--- config.mk ---
export PLATFORM = sky130hd
export DESIGN_NAME = boot_seq_ctrl
export DESIGN_NICKNAME = d
export VERILOG_FILES = /design/src/rtl/boot_seq_pkg.sv /design/src/rtl/boot_seq_sync.sv /design/src/rtl/boot_seq_ctrl.sv
export SDC_FILE = /design/constraint.sdc
export NUM_CORES = 1
export LEC_CHECK = 0
export CAP_MARGIN = 20
export CORE_MARGIN = 2
export CORE_UTILIZATION = 56
export CTS_BUF_LIST = sky130_fd_sc_hd__clkbuf_4 sky130_fd_sc_hd__clkbuf_8
export CTS_CLUSTER_DIAMETER = 120
export CTS_CLUSTER_SIZE = 28
export DETAILED_ROUTE_END_ITERATION = 6
export PLACE_DENSITY = 0.89
export REMOVE_ABC_BUFFERS = 1
export SLEW_MARGIN = 20
export SYNTH_ARGS = -nofsm -noshare
export SYNTH_HDL_FRONTEND = slang
export SYNTH_HIERARCHICAL = 1
export SYNTH_SLANG_ARGS = --single-unit
--- constraint.sdc ---
create_clock -name clk -period 2.35 [get_ports clk]
set_input_delay 0.47 -clock clk [delete_from_list [all_inputs] [get_ports clk]]
set_output_delay 0.47 -clock clk [all_outputs]
set_load 0.02 [all_outputs]
--- src/rtl/boot_seq_pkg.sv ---
// Shared types and default constants for the boot sequencer.
// state_e encodings are exposed on state_o for debug; keep them stable.
package boot_seq_pkg;

  typedef enum logic [2:0] {
    RESET_HOLD = 3'd0,
    WAIT_LOAD  = 3'd1,
    CS_IDLE    = 3'd2,
    WAIT_FETCH = 3'd3,
    RUN        = 3'd4,
    DONE       = 3'd5
  } state_e;

  localparam int unsigned RST_DELAY_CYCLES_DEF = 16;
  localparam int unsigned CS_IDLE_CYCLES_DEF   = 64;
  localparam int unsigned WDT_CYCLES_DEF       = 65536;

  // Width of a saturating counter that must be able to hold max_val.
  function automatic int unsigned cnt_width(input int unsigned max_val);
    return (max_val < 1) ? 1 : $clog2(max_val + 1);
  endfunction

endpackage

--- src/rtl/boot_seq_sync.sv ---
// Two-flop synchronizer for asynchronous pad inputs.
// RESET_VAL selects the value both flops take while rst_n is low.
module boot_seq_sync #(
  parameter logic RESET_VAL = 1'b0
) (
  input  logic clk,
  input  logic rst_n,
  input  logic d,
  output logic q
);

  logic meta;

  // Two-stage capture of the asynchronous input into the clk domain.
  always_ff @(posedge clk or negedge rst_n) begin
    if (!rst_n) begin
      meta <= RESET_VAL;
      q    <= RESET_VAL;
    end else begin
      meta <= d;
      q    <= meta;
    end
  end

endmodule

--- src/rtl/boot_seq_ctrl.sv ---
// Core start-up sequencer: holds core reset, optionally waits for an SPI
// L2 load followed by an idle chip-select period, then gates fetch_enable
// to the core and latches end-of-computation.
// Optional feature macro: BOOT_SEQ_WDT_EN (WAIT_LOAD/CS_IDLE watchdog with
// fallback to WAIT_FETCH and sticky timeout_o). Without it timeout_o is 0.
module boot_seq_ctrl
  import boot_seq_pkg::*;
#(
  parameter int unsigned RST_DELAY_CYCLES = RST_DELAY_CYCLES_DEF,
  parameter int unsigned CS_IDLE_CYCLES   = CS_IDLE_CYCLES_DEF,
  parameter int unsigned WDT_CYCLES       = WDT_CYCLES_DEF
) (
  input  logic       clk,
  input  logic       rst_n,
  input  logic       boot_mode_i,
  input  logic       load_done_i,
  input  logic       spi_cs_i,
  input  logic       fetch_enable_i,
  input  logic       eoc_i,
  output logic       core_rst_no,
  output logic       fetch_enable_o,
  output logic       eoc_o,
  output logic       timeout_o,
  output logic [2:0] state_o
);

  localparam int unsigned RST_W  = cnt_width(RST_DELAY_CYCLES);
  localparam int unsigned IDLE_W = cnt_width(CS_IDLE_CYCLES);

  localparam logic [RST_W-1:0]  RST_LAST  = RST_W'(RST_DELAY_CYCLES - 1);
  localparam logic [IDLE_W-1:0] IDLE_LAST = IDLE_W'(CS_IDLE_CYCLES - 1);

  state_e            state;
  logic [RST_W-1:0]  rst_cnt;
  logic [IDLE_W-1:0] idle_cnt;
  logic              core_rst_q;
  logic              fetch_en_q;
  logic              eoc_q;
  logic              cs_sync;
  logic              fe_sync;

  boot_seq_sync #(
    .RESET_VAL (1'b1)
  ) u_cs_sync (
    .clk   (clk),
    .rst_n (rst_n),
    .d     (spi_cs_i),
    .q     (cs_sync)
  );

  boot_seq_sync #(
    .RESET_VAL (1'b0)
  ) u_fe_sync (
    .clk   (clk),
    .rst_n (rst_n),
    .d     (fetch_enable_i),
    .q     (fe_sync)
  );

`ifdef BOOT_SEQ_WDT_EN
  localparam int unsigned       WDT_W    = cnt_width(WDT_CYCLES);
  localparam logic [WDT_W-1:0]  WDT_LAST = WDT_W'(WDT_CYCLES - 1);

  logic [WDT_W-1:0] wdt_cnt;
  logic             timeout_q;
  logic             wdt_active;
  logic             wdt_fire;

  assign wdt_active = (state == WAIT_LOAD) || (state == CS_IDLE);
  assign wdt_fire   = wdt_active && (wdt_cnt == WDT_LAST);
  assign timeout_o  = timeout_q;
`else
  logic unused_wdt_cycles;
  assign unused_wdt_cycles = (WDT_CYCLES == 0);
  assign timeout_o         = 1'b0;
`endif

  // Sequencer FSM with its counters and registered/sticky outputs.
  always_ff @(posedge clk or negedge rst_n) begin
    if (!rst_n) begin
      state      <= RESET_HOLD;
      rst_cnt    <= '0;
      idle_cnt   <= '0;
      core_rst_q <= 1'b0;
      fetch_en_q <= 1'b0;
      eoc_q      <= 1'b0;
`ifdef BOOT_SEQ_WDT_EN
      wdt_cnt    <= '0;
      timeout_q  <= 1'b0;
`endif
    end else begin
`ifdef BOOT_SEQ_WDT_EN
      // Counter stops at its last value on the firing edge; it is cleared
      // again when WAIT_LOAD is next entered.
      if (wdt_active && !wdt_fire) begin
        wdt_cnt <= wdt_cnt + WDT_W'(1);
      end
`endif
      case (state)
        RESET_HOLD: begin
          if (rst_cnt == RST_LAST) begin
            rst_cnt    <= '0;
            core_rst_q <= 1'b1;
            state      <= boot_mode_i ? WAIT_LOAD : WAIT_FETCH;
`ifdef BOOT_SEQ_WDT_EN
            wdt_cnt    <= '0;
`endif
          end else begin
            rst_cnt <= rst_cnt + RST_W'(1);
          end
        end

        WAIT_LOAD: begin
`ifdef BOOT_SEQ_WDT_EN
          if (wdt_fire) begin
            state     <= WAIT_FETCH;
            timeout_q <= 1'b1;
          end else
`endif
          if (load_done_i) begin
            state    <= CS_IDLE;
            idle_cnt <= '0;
          end
        end

        CS_IDLE: begin
`ifdef BOOT_SEQ_WDT_EN
          if (wdt_fire) begin
            state     <= WAIT_FETCH;
            timeout_q <= 1'b1;
          end else
`endif
          if (!cs_sync) begin
            idle_cnt <= '0;
          end else if (idle_cnt == IDLE_LAST) begin
            idle_cnt <= '0;
            state    <= WAIT_FETCH;
          end else begin
            idle_cnt <= idle_cnt + IDLE_W'(1);
          end
        end

        WAIT_FETCH: begin
          if (fe_sync) begin
            state      <= RUN;
            fetch_en_q <= 1'b1;
          end
        end

        RUN: begin
          // EOC wins over a simultaneous fetch-enable drop.
          if (eoc_i) begin
            state <= DONE;
            eoc_q <= 1'b1;
          end else if (!fe_sync) begin
            state      <= WAIT_FETCH;
            fetch_en_q <= 1'b0;
          end
        end

        DONE: begin
          state <= DONE;
        end

        default: begin
          state      <= RESET_HOLD;
          rst_cnt    <= '0;
          idle_cnt   <= '0;
          core_rst_q <= 1'b0;
          fetch_en_q <= 1'b0;
        end
      endcase
    end
  end

  assign core_rst_no    = core_rst_q;
  assign fetch_enable_o = fetch_en_q;
  assign eoc_o          = eoc_q;
  assign state_o        = state;

endmodule

==> tab_implementation.tex <==
\begin{tabular}{lr}
\hline
Metric & Value \\
\hline
\multicolumn{2}{l}{\textbf{Place}} \\
PortBufs & 12 \\
Cell area after placement & 0.00127 mm\^{}2 \\
Post-DP HPWL & 1690 um \\
Final RePlAce weighted congestion & 0.850 \\
Worst setup slack after placement & 0.293 ns \\
\multicolumn{2}{l}{\textbf{Finish}} \\
Share of final-layout standard cells stronger than drive strength 1 & 9.16\% \\
Post-layout utilization of the core & 67.4\% \\
Finished Cell Area & 0.00130 mm\^{}2 \\
Post-synthesis to final-layout area growth & 15.4\% \\
Nets & 142 \\
Number of antenna repair diodes & 0 \\
\multicolumn{2}{l}{\textbf{Power and ir drop}} \\
Total Power & 1.41 mW \\
Combinational cell fraction of total power & 45.3\% \\
Sw Share & 42.0\% \\
Worst IR Drop VDD & 0.643 mV \\
Internal power of the cells & 816 uW \\
Reg power frac & 42.9\% \\
Cell Pwr Density & 1080 mW/mm\^{}2 \\
Leak & 0.528 nW \\
Net switching component of the power & 590 uW \\
Clock power share & 11.7\% \\
\multicolumn{2}{l}{\textbf{Timing}} \\
Max\_slew headroom & 66.4\% \\
Max-slew violation total from the final report & 0 \\
Tmin final & 2.16 ns \\
Final-report hold violation count & 0 \\
Setup repair after global routing missed its margin & false \\
Final worst slack & 0.195 ns \\
Sum Neg Setup Slack & 0 ns \\
Timing-limited maximum frequency & 464 MHz \\
Worst clock skew & 0.00799 ns \\
Total of endpoints with negative setup slack in the final report & 0 \\
Worst Max-Slew Pin Slew & 0.505 ns \\
Period utilisation layout & 91.7\% \\
\multicolumn{2}{l}{\textbf{Synth}} \\
Mean instance size in the synthesized netlist & 9.52 um\^{}2 \\
Top area cells in the synthesized netlist & dfrtp\_1, o21ai\_0, dfstp\_2 \\
Ranking of synthesized cells by instance count & dfrtp\_1, o21ai\_0, nand2\_1, nor2\_1, a21oi\_1 \\
Number of flops mapped to enable cells by yosys & 0 \\
Commonest register cell after synthesis & dfrtp\_1 \\
Warnings from Yosys & 6 \\
Area of the mapped netlist & 0.00112 mm\^{}2 \\
Ys async rst share & 100\% \\
Share of the synthesized area in the top cell type & 44.5\% \\
Sequential fraction of the synthesis area & 49.2\% \\
Most frequently used cell type in the post-synthesis netlist & dfrtp\_1 \\
Post-synthesis cell type count & 44 \\
Number of synthesized register bits & 22 \\
Post-synthesis cell type with the largest combined area & dfrtp\_1 \\
Cell count after synthesis & 118 \\
\multicolumn{2}{l}{\textbf{Setup path}} \\
Arrival @ worst endpoint & 1.69 ns \\
Buffers and inverters on the worst path & 1 \\
Kind of cell adding the most delay to the critical path & buffers and inverters \\
Slowest-stage cell, CP & clkdlybuf4s50\_1 \\
Delay of the slowest cell on the worst path & 0.70 ns \\
Critical Path End Type & output port \\
Cell chain of the critical path & clkdlybuf4s50\_1 \\
Largest fanout of any net on the critical path & 18 \\
Data required, critical path & 1.88 ns \\
Category of the worst setup path launch point & register \\
Type of the worst setup path & reg2out \\
\multicolumn{2}{l}{\textbf{Floorplan}} \\
Die ar. & 0.00238 mm\^{}2 \\
Horizontal die dimension & 48.8 um \\
Floorplan Core Area & 0.00192 mm\^{}2 \\
Number of primary I/O pins & 14 \\
Vert. Die Dim & 48.8 um \\
Starting Density & 58.5\% \\
Num rows & 16 \\
\multicolumn{2}{l}{\textbf{Clock tree}} \\
Setup Fix Bufs, Post-CTS & 0 \\
Total clock buffers created by CTS & 3 \\
Root buf cell & clkbuf\_4 \\
Clk Latency, worst-skew pair & 0.30 ns \\
Clock slew seen by the registers of the worst setup and hold paths & 0.12 ns \\
Number of buffers on the longest clock path & 2 \\
CTS tree & built \\
CTS resizes & 0 \\
Post-cts hold buffer count & 0 \\
H-tree depth & 1 \\
\# clock sinks & 22 \\
\multicolumn{2}{l}{\textbf{Drt}} \\
Aggregate routed wire length & 2360 um \\
DRC violations left & 0 \\
Detailed router's first-iteration violation count & 15 \\
Count of nets left with antenna violations after detail routing & 0 \\
Routed wire per std cell & 14.9 um \\
First-pass detailed-route iteration total & 4 \\
Vias per cell & 6.09 \\
Via count & 962 \\
\multicolumn{2}{l}{\textbf{Job}} \\
Count of maximum capacitance violations & 0 \\
\multicolumn{2}{l}{\textbf{Outcome}} \\
Status & complete, no violations \\
\multicolumn{2}{l}{\textbf{Global routing}} \\
Antenna violations before repair & 0 \\
Largest net degree at the start of global routing & 23 \\
Number of global-route vias before repair & 886 \\
Total track usage & 21.7\% \\
Total overflow reported by the global router & 0 \\
Wire length of the first global-routing pass & 3990 um \\
\multicolumn{2}{l}{\textbf{Worst hold path}} \\
Type of the most critical hold path & reg2reg \\
\hline
\end{tabular}
==> layout by cell type (no fill, tap or decap), types with 2 or more instances in the layout <==
cell,Yosys,layout
nand4_1,2,2
nor2_1,11,11
ha_1,2,2
nand2b_1,2,2
clkdlybuf4s50_1,0,12
clkbuf_4,0,3
dfstp_2,2,2
a31oi_1,4,4
inv_1,4,4
o21ai_0,18,18
a21oi_1,5,5
nand2_1,11,11
dfrtp_1,20,20
buf_4,2,3
nor2b_1,2,2
==> flip-flops by register name (all words and copies together), names as in the netlist <==
name	flops
core_rst_no	1
eoc_o	1
u_cs_sync/meta	1
u_cs_sync/q	1
u_fe_sync/q	1
u_fe_sync/meta	1
fetch_enable_o	1
state_o	3
idle_cnt	7
rst_cnt	5
==> stage by stage <==
| stage | instances | hold WS [ns] |
|---|---|---|
| finish | 158 | 0.356 |
| global route | 158 | 0.373 |
| CTS | 158 | 0.363 |
| detailed placement | 155 | 0.345 |
| global placement | 155 | 0.341 |
| floorplan | 113 | 0.174 |
==> power by group through the flow <==
| stage | sequential, mW | clock, mW | combinational [mW] |
|---|---|---|---|
| after CTS | 0.602 | 0.169 | 0.636 |
| after floorplan | 0.656 | 0 | 0.332 |
| after detailed placement | 0.609 | 0 | 0.632 |
| after global placement | 0.600 | 0 | 0.604 |
| after global routing | 0.624 | 0.187 | 0.701 |
| final | 0.604 | 0.165 | 0.637 |
==> layout make-up <==
class | count | area (um^2)
well taps | 27 | 33.8
repair buffers | 15 | 143
clock buffers | 3 | 22.5
inverters | 5 | 18.8
fillers | 170 | 626
flip-flops and latches | 22 | 553
multi-input cells | 86 | 526
==> routing by layer <==
layer  share of wire [%]  wire length (um)  global-route usage [%]
met1                  44              1040                    27.6
met2                  51              1200                    37.9
met3                 4.1                97                    4.91
met4                0.98                23                    4.76
met5                   0                 0                       0
==> cells by family after synthesis <==
| group | Yosys count | share of synthesized area [%] |
|---|---|---|
| other | 1 | 0.334 |
| AOI/OAI and AO/OA | 41 | 22.9 |
| muxes | 1 | 1.34 |
| and+or+nand+nor | 40 | 19.2 |
| DFF | 22 | 49.2 |
| buffers and inverters | 10 | 4.01 |
| xor gates and xnor gates | 1 | 0.780 |
| adders and majority gates | 2 | 2.23 |
==> worst paths after layout <==
path	startpoint	endpoint	slack, ns	depth (start not counted)
max reg2reg	state_o[1]	idle_cnt[5]	0.45	4
min	u_cs_sync/meta	u_cs_sync/q	0.36	0
min in group asynchronous	rst_n	rst_cnt[2]	0.50	2
max	state_o[1]	state_o[1]	0.19	1
min reg2reg	u_cs_sync/meta	u_cs_sync/q	0.36	0
max in group asynchronous	rst_n	u_cs_sync/meta	1.57	2
Power figures use the tool's default switching activity.
